**config.mk**
```make
export PLATFORM = sky130hd
export DESIGN_NAME = i2s_rx_multi
export DESIGN_NICKNAME = d
export VERILOG_FILES = /design/src/rtl/i2s_rx_multi.sv
export SDC_FILE = /design/constraint.sdc
export NUM_CORES = 1
export LEC_CHECK = 0
export ABC_AREA = 1
export CAP_MARGIN = 30
export CORE_MARGIN = 3
export CORE_UTILIZATION = 50
export CTS_CLUSTER_SIZE = 10
export DETAILED_ROUTE_END_ITERATION = 8
export PLACE_DENSITY = 0.73
export SYNTH_ARGS = -nofsm -noshare
export SYNTH_HDL_FRONTEND = slang
export SYNTH_SLANG_ARGS = --single-unit
```
**constraint.sdc**
```tcl
create_clock -name sclk_i -period 4.25 [get_ports sclk_i]
set_clock_uncertainty 0.2 [all_clocks]
set_input_delay 0.6375 -clock sclk_i [delete_from_list [all_inputs] [get_ports sclk_i]]
set_output_delay 0.6375 -clock sclk_i [all_outputs]
set_load 0.03 [all_outputs]
```
**src/rtl/i2s_rx_multi.sv**
```systemverilog
// I2S / left-justified stereo receiver in the bit-clock domain.
// Truncates or zero-fills slots to WIDTH and flags framing errors.
module i2s_rx_multi #(
  parameter int WIDTH    = 16,
  parameter int MAX_SLOT = 32
) (
  input  logic             sclk_i,
  input  logic             rst_i,
  input  logic             mode_i,
  input  logic             ws_i,
  input  logic             sdata_i,
  output logic [WIDTH-1:0] leftChan_o,
  output logic [WIDTH-1:0] rightChan_o,
  output logic             pktI2SRxChanged_o,
  output logic             frameErr_o
);

  localparam int CW = $clog2(MAX_SLOT + 1);
  typedef logic [CW-1:0] cnt_t;
  localparam cnt_t MAX_C   = cnt_t'(MAX_SLOT);
  localparam cnt_t WIDTH_C = cnt_t'(WIDTH);

  logic             wsPrev_q, wsPrev2_q, modePrev_q;
  logic [WIDTH-1:0] shreg_q, shreg_d;
  cnt_t             bitCnt_q, bitCnt_d;
  cnt_t             lastLen_q, lastLen_d;
  logic             synced_q, synced_d;
  logic             leftValid_q, leftValid_d;
  logic [WIDTH-1:0] left_q, left_d;
  logic [WIDTH-1:0] right_q, right_d;
  logic             strobe_q, strobe_d;
  logic             err_q, err_d;

  logic modeChg, curCh, slotStart, lenOk;

  assign modeChg   = mode_i != modePrev_q;
  assign curCh     = mode_i ? ws_i : wsPrev_q;
  assign slotStart = mode_i ? (ws_i != wsPrev_q)
                            : (wsPrev_q != wsPrev2_q);
  assign lenOk     = (bitCnt_q >= cnt_t'(2))
                  && (bitCnt_q < MAX_C)
                  && ((lastLen_q == '0)
                   || (bitCnt_q == lastLen_q));

  always_comb begin
    shreg_d     = shreg_q;
    bitCnt_d    = bitCnt_q;
    lastLen_d   = lastLen_q;
    synced_d    = synced_q;
    leftValid_d = leftValid_q;
    left_d      = left_q;
    right_d     = right_q;
    strobe_d    = 1'b0;
    err_d       = 1'b0;

    if (slotStart) begin
      shreg_d  = {sdata_i, {(WIDTH-1){1'b0}}};
      bitCnt_d = cnt_t'(1);
    end else begin
      if (bitCnt_q < WIDTH_C) begin
        for (int i = 0; i < WIDTH; i++) begin
          if (bitCnt_q == cnt_t'(WIDTH-1-i)) shreg_d[i] = sdata_i;
        end
      end
      if (bitCnt_q != MAX_C) bitCnt_d = bitCnt_q + cnt_t'(1);
    end

    // The channel that just ended is the opposite of the new MSB's.
    if (modeChg) begin
      synced_d    = 1'b0;
      leftValid_d = 1'b0;
      lastLen_d   = '0;
    end else if (slotStart) begin
      if (!synced_q) begin
        synced_d = 1'b1;
      end else if (lenOk) begin
        lastLen_d = bitCnt_q;
        if (curCh) begin
          left_d      = shreg_q;
          leftValid_d = 1'b1;
        end else begin
          right_d     = shreg_q;
          strobe_d    = leftValid_q;
          leftValid_d = 1'b0;
        end
      end else begin
        err_d       = 1'b1;
        leftValid_d = 1'b0;
        lastLen_d   = '0;
      end
    end else if (synced_q && bitCnt_q == MAX_C - cnt_t'(1)) begin
      err_d       = 1'b1;
      synced_d    = 1'b0;
      leftValid_d = 1'b0;
      lastLen_d   = '0;
    end
  end

  always_ff @(posedge sclk_i or negedge rst_i) begin
    if (!rst_i) begin
      wsPrev_q    <= 1'b0;
      wsPrev2_q   <= 1'b0;
      modePrev_q  <= 1'b0;
      shreg_q     <= '0;
      bitCnt_q    <= '0;
      lastLen_q   <= '0;
      synced_q    <= 1'b0;
      leftValid_q <= 1'b0;
      left_q      <= '0;
      right_q     <= '0;
      strobe_q    <= 1'b0;
      err_q       <= 1'b0;
    end else begin
      wsPrev_q    <= ws_i;
      wsPrev2_q   <= wsPrev_q;
      modePrev_q  <= mode_i;
      shreg_q     <= shreg_d;
      bitCnt_q    <= bitCnt_d;
      lastLen_q   <= lastLen_d;
      synced_q    <= synced_d;
      leftValid_q <= leftValid_d;
      left_q      <= left_d;
      right_q     <= right_d;
      strobe_q    <= strobe_d;
      err_q       <= err_d;
    end
  end

  assign leftChan_o        = left_q;
  assign rightChan_o       = right_q;
  assign pktI2SRxChanged_o = strobe_q;
  assign frameErr_o        = err_q;

endmodule

```
==> impl_metrics.csv, run 1 <==
group,metric,value,unit
timing,tightest_slew,0.916,ns
worst_setup_path,start_kind,"input pin",
pwr,leakage,1.84,nW
cells_and_area,antenna_cells,0,
cells_and_area,regArea,1680,µm²
die,num_rows,28,
timing,finalSetupViolCount,0,
detailed_routing,routedWlPerCell,14.8,µm
timing,fin_crit,2.55,ns
die,core,5990,µm²
detailed_routing,drtAntennaViolNets,0,
synth,syn-cell-area,3120,µm²
worst_setup_path,max_stage_delay,0.51,ns
cells_and_area,final_util,61.8,%
synth,syn_avg_cell_area,8.73,µm²
global_route,grt_pass1_wl,11800,µm
global_route,gr-total-overflow,0,
placement,portBuffers,38,
cells_and_area,multi_input_area,1240,µm²
placement,hpwl,4730,µm
worst_setup_path,cp_common_cell,"nand2_1",
synth,synth_cells,358,
timing,fmax,391,MHz
timing,slew_violations,0,
pwr,total_power,1.57,mW
worst_setup_path,critPathArrivalTime,2.58,ns
clock_tree,tritoncts,"yes",
clock_tree,ctsHtreeMaxLevel,3,
pwr,ir_drop,0.000195,V
pwr,power.density,425,nW/µm²
worst_setup_path,cp_top_family,"simple AND/OR/NAND/NOR gates",
global_route,antenna_found_initial,0,
synth,yosys_warnings,0,
timing,hold_viol,0,
cells_and_area,n_fill_cell,480,
timing,slew_headroom,38.9,%
outcome,status,"completed",
clock_tree,cts_max_path_buffers,2,
global_route,grt_max_degree,44,
clock_tree,clkSinkCount,67,
worst_setup_path,path_cells,"clkdlybuf4s50_1, xnor2_2, nand2_2, nor2_4, nand3_4, nand2_1, nand2_1",
worst_setup_path,cp_slowest_cell,"clkdlybuf4s50_1",
synth,yosysSeqAreaShare,53.7,%
die,io_pins,39,
run,cap_viol_max_count,0,
worst_setup_path,critical_path_buf_inv_count,1,
clock_tree,numCtsBuffers,9,
die,die-area,7230,µm²
cells_and_area,nets,401,
worst_setup_path,crit_fanout,17,
clock_tree,cts_hold_buf,0,
global_route,grt_pass1_vias,2437,
cells_and_area,drive_above_1_share,7.81,%
cells_and_area,syn_to_final_growth,18.5,%
detailed_routing,viasPerCell,5.59,
clock_tree,clkLatencyLatePin,0.34,ns
worst_setup_path,required,4.27,ns
timing,setup_tns,0,ns
synth,syn_nets,367,
global_route,track_usage,20.5,%
detailed_routing,drt_first_iter_violations,246,
clock_tree,post_cts_resized,0,
worst_setup_path,crit_type,"in2reg",
clock_tree,cts_root_buf,"clkbuf_8",
die,start_util,52.2,%
worst_hold_path,hold_path_class,"in2async",
placement,gp_congestion,0.896,
detailed_routing,wirelength,6990,µm
worst_setup_path,end_kind,"flip-flop",
detailed_routing,drc_errors,0,
die,fp.dieH,85.0,µm
detailed_routing,dr.pass1.iters,6,
timing,period_share,60.1,%
die,fp.dieW,85.0,µm
detailed_routing,vias,2639,
synth,synth_cell_types,21,
synth,ys_seq_elements,67,
timing,rsz0062_at_grt,"false",
clock_tree,post_cts_buffers,0,
clock_tree,clkTransAtPathRegs,0.07,ns
-- cell usage in the layout (no fill, tap or decap), types with 3 or more instances in the layout --
| cell | n |
|---|---|
| clkbuf_8 | 10 |
| nand3_4 | 3 |
| clkdlybuf4s50_1 | 37 |
| nand4_1 | 46 |
| ha_1 | 4 |
| o21ai_0 | 19 |
| a21oi_1 | 17 |
| inv_1 | 26 |
| dfrtp_1 | 67 |
| nand2_2 | 4 |
| nand2_1 | 105 |
| nand3_1 | 12 |
| nor2_1 | 30 |
-- flip-flops by register name (all words and copies together) (netlist names) --
| signal | count |
|---|---|
| frameErr_o | 1 |
| wsPrev_q | 1 |
| synced_q | 1 |
| leftChan_o | 16 |
| rightChan_o | 16 |
| lastLen_q | 6 |
| wsPrev2_q | 1 |
| pktI2SRxChanged_o | 1 |
| leftValid_q | 1 |
| bitCnt_q | 6 |
| shreg_q | 16 |
| modePrev_q | 1 |
-- Yosys cell counts --
library cell / number / area share [%]
nand3_4: 3 / 1.7
clkbuf_1: 3 / 0.36
o21ai_0: 19 / 3.0
ha_1: 4 / 1.6
nand4_1: 46 / 9.2
nor2_4: 2 / 0.72
nand3_1: 12 / 1.9
nand2_1: 105 / 13
xnor2_2: 1 / 0.52
buf_6: 3 / 1.1
inv_2: 1 / 0.12
inv_1: 26 / 3.1
nor3_2: 1 / 0.32
dfrtp_1: 67 / 54
a21oi_1: 17 / 2.7
buf_2: 7 / 1.1
xor2_1: 2 / 0.56
buf_4: 4 / 0.96
nor2_1: 30 / 3.6
o31ai_1: 1 / 0.24
nand2_2: 4 / 0.80
-- power breakdown --
part | internal (mW) | switching (mW) | total, mW
Clock | 0.287 | 0.245 | 0.532
Sequential | 0.682 | 0.0374 | 0.719
Combinational | 0.0959 | 0.227 | 0.323
Total | 1.06 | 0.510 | 1.57
-- worst register-to-register path: cells and delay by family, from the launching register on --
kind / cells / cell delay (ns)
adder cells (fa/ha/maj): 1 / 0.17
buffers and inverters: 3 / 0.82
AND/OR/NAND/NOR: 5 / 0.71
flip-flops: 1 / 0.46
-- layout make-up --
cell class	instances	area share, %
clock buffers	10	3.72
clock inverters	6	1.76
inverters	27	2.74
multi-input cells	247	33.4
flip-flops and latches	67	45.3
well taps	75	2.54
repair buffers	40	10.5
-- cell families (layout without fill, tap and decap cells) --
group / Yosys count / count (layout) / synth area share, %
and+or+nand+nor: 203 / 203 / 30.9
xor gates and xnor gates: 3 / 3 / 1.08
AOI/OAI and AO/OA: 37 / 37 / 6.01
buffers and inverters: 44 / 83 / 6.77
DFF: 67 / 67 / 53.7
adders and majority gates: 4 / 4 / 1.60
-- per-stage QoR --
| step | setup slack [ns] | instances | hold slack, ns | area, µm² |
|---|---|---|---|---|
| 2_1_floorplan | 2.30 | 358 | 0.142 | 3120 |
| 3_3_place_gp | 1.46 | 456 | 0.199 | 3500 |
| 3_5_place_dp | 1.35 | 456 | 0.219 | 3500 |
| 4_1_cts | 1.71 | 472 | 0.228 | 3700 |
| 5_1_grt | 1.55 | 472 | 0.257 | 3700 |
| 6_report | 1.70 | 472 | 0.229 | 3700 |
-- metal layers --
metal	GRT usage [%]	vias to the layer above	share of wire (%)
met4	6.76	0	1.0
met1	29.4	1249	46
met2	31.1	115	46
met5	0	-	0
li1	-	1268	-
met3	4.76	7	7.0
-- worst paths after layout --
kind | start | end | slack, ns | depth (start not counted)
setup / recovery | mode_i | leftChan_o[12] | 1.70 | 7
hold / removal | rst_i | pktI2SRxChanged_o | 0.23 | 1
setup reg to reg | bitCnt_q[0] | rightChan_o[15] | 1.77 | 9
hold reg to reg | wsPrev_q | wsPrev2_q | 0.23 | 0
max in group asynchronous | rst_i | shreg_q[15] | 2.74 | 2
min in group sclk_i | wsPrev_q | wsPrev2_q | 0.23 | 0
No activity file was read; power rests on OpenSTA's default activity.
==> inputs of run 2 (changes only) <==
- PLACE_DENSITY: 0.73 -> 0.76
- clock period: 4.25 -> 2.1 ns (I/O delays scaled with it)
==> run 2 against run 1 <==
Final cell count up 3.2%. Register-to-register slack worse by 1.5 ns. Critical path depth decreased by 6. Critical path type is now reg2out. Largest power group unchanged.
==> impl_metrics.csv, run 2 (same netlist as run 1, synthesis figures left out) <==
group,metric,value,unit
cells_and_area,design_area,3800,µm²
global_route,grt_pass1_wl,11900,µm
timing,rsz0062_at_grt,"false",
worst_setup_path,crit_fanout,2,
die,core,5990,µm²
timing,slew_headroom,68.3,%
worst_setup_path,cp_slowest_cell,"clkdlybuf4s50_1",
timing,fin_crit,1.91,ns
cells_and_area,regArea,1680,µm²
pwr,ir_drop,0.000475,V
pwr,power.density,807,nW/µm²
clock_tree,numCtsBuffers,9,
global_route,antenna_found_initial,0,
die,fp.dieH,85.0,µm
cells_and_area,multi_input_area,1240,µm²
worst_setup_path,reg2reg_depth,9,
global_route,track_usage,20.5,%
clock_tree,tritoncts,"yes",
cells_and_area,final_common_cell,"nand2_1",
clock_tree,clkTransAtPathRegs,0.07,ns
global_route,gr-total-overflow,0,
outcome,status,"completed",
cells_and_area,syn_to_final_growth,21.7,%
pwr,leakage,1.90,nW
worst_setup_path,critical_path_depth,1,
global_route,grt_max_degree,68,
clock_tree,clkLatencyLatePin,0.34,ns
detailed_routing,vias,2659,
worst_setup_path,end_kind,"output pin",
global_route,grt_pass1_vias,2469,
detailed_routing,wirelength,6700,µm
worst_setup_path,cp_top_family,"buffers and inverters",
die,start_util,52.2,%
placement,portBuffers,38,
worst_setup_path,path_cells,"clkdlybuf4s50_1",
timing,period_share,91.1,%
placement,hpwl,4850,µm
cells_and_area,antenna_cells,0,
detailed_routing,routedWlPerCell,13.8,µm
cells_and_area,n_fill_cell,484,
worst_hold_path,holdPathStages,0,
clock_tree,clkSinkCount,67,
die,fp.dieW,85.0,µm
detailed_routing,drc_errors,0,
die,die-area,7230,µm²
timing,tightest_slew,0.475,ns
run,cap_viol_max_count,0,
detailed_routing,drtAntennaViolNets,0,
detailed_routing,drt_first_iter_violations,300,
worst_setup_path,required,1.58,ns
pwr,total_power,3.07,mW
worst_setup_path,start_kind,"flip-flop",
worst_setup_path,critPathArrivalTime,1.40,ns
placement,gp_congestion,0.893,
clock_tree,cts_root_buf,"clkbuf_8",
cells_and_area,nets,416,
die,io_pins,39,
timing,hold_viol,0,
clock_tree,ctsHtreeMaxLevel,3,
cells_and_area,final_cell_mix,"105 x nand2_1, 67 x dfrtp_1, 46 x nand4_1",
clock_tree,cts_max_path_buffers,2,
timing,slew_violations,0,
die,num_rows,28,
timing,fmax,523,MHz
detailed_routing,viasPerCell,5.46,
worst_setup_path,critical_path_buf_inv_count,1,
placement,dpl_cell_area,3630,µm²
cells_and_area,drive_above_1_share,10.4,%
worst_setup_path,max_stage_delay,0.70,ns
worst_hold_path,hold_path_class,"reg2reg",
worst_setup_path,crit_type,"reg2out",
detailed_routing,dr.pass1.iters,4,
cells_and_area,final_util,63.5,%
timing,finalSetupViolCount,0,
## run 2: changes by cell type in the layout (fill, tap and decap cells not counted), moves of 2 or more
cell      before  now
buf_12         0    2
buf_4          2   13
clkbuf_1       0    2
clkinv_4       2    0
## run 2: worst paths after layout
path / from / to / slack [ns]
setup / recovery: leftChan_o[10] / leftChan_o[10] / 0.19
hold / removal: wsPrev_q / wsPrev2_q / 0.24
setup reg to reg: bitCnt_q[0] / leftChan_o[8] / 0.23
hold reg to reg: wsPrev_q / wsPrev2_q / 0.24
max in group asynchronous: rst_i / leftChan_o[8] / 1.10
min in group asynchronous: rst_i / frameErr_o / 0.29
## run 2: area by class of cell
cell class	count	share of cell area [%]
multi-input cells	247	32.5
flip-flops and latches	67	44.1
inverters	27	2.66
clock buffers	11	3.45
well taps	75	2.47
repair buffers	55	14.0
clock inverters	5	0.789
## run 2: routing by layer
layer | wire length (µm) | track usage [%]
met1 | 3150 | 29.8
met2 | 3140 | 30.6
met3 | 332 | 3.59
met4 | 80 | 7.77
met5 | 0 | 0
## run 2: power by group
group | internal, mW | switching [mW] | leakage (nW) | total (mW)
Combinational | 0.257 | 0.471 | 0.903 | 0.728
Clock | 0.422 | 0.467 | 0.0791 | 0.890
Sequential | 1.38 | 0.0709 | 0.913 | 1.45
## run 2: metrics by stage
step                std cells  setup slack (ns)  setup TNS (ns)  hold slack, ns
detailed placement        470            -0.107           -2.73           0.157
global placement          470           -0.0602          -0.768           0.157
CTS                       487             0.185               0           0.233
floorplan                 358             0.301               0          -0.181
global route              487            0.0608               0           0.247
finish                    487             0.188               0           0.237
## run 2: timing repair
| action | in CTS | in global routing |
|---|---|---|
| hold buffers | 1 | 0 |
| buffers inserted | 0 | 0 |
| resized for setup | 0 | 1 |
| setup endpoints to repair | 0 | 6 |
| endpoints found under the hold margin | 67 | 0 |
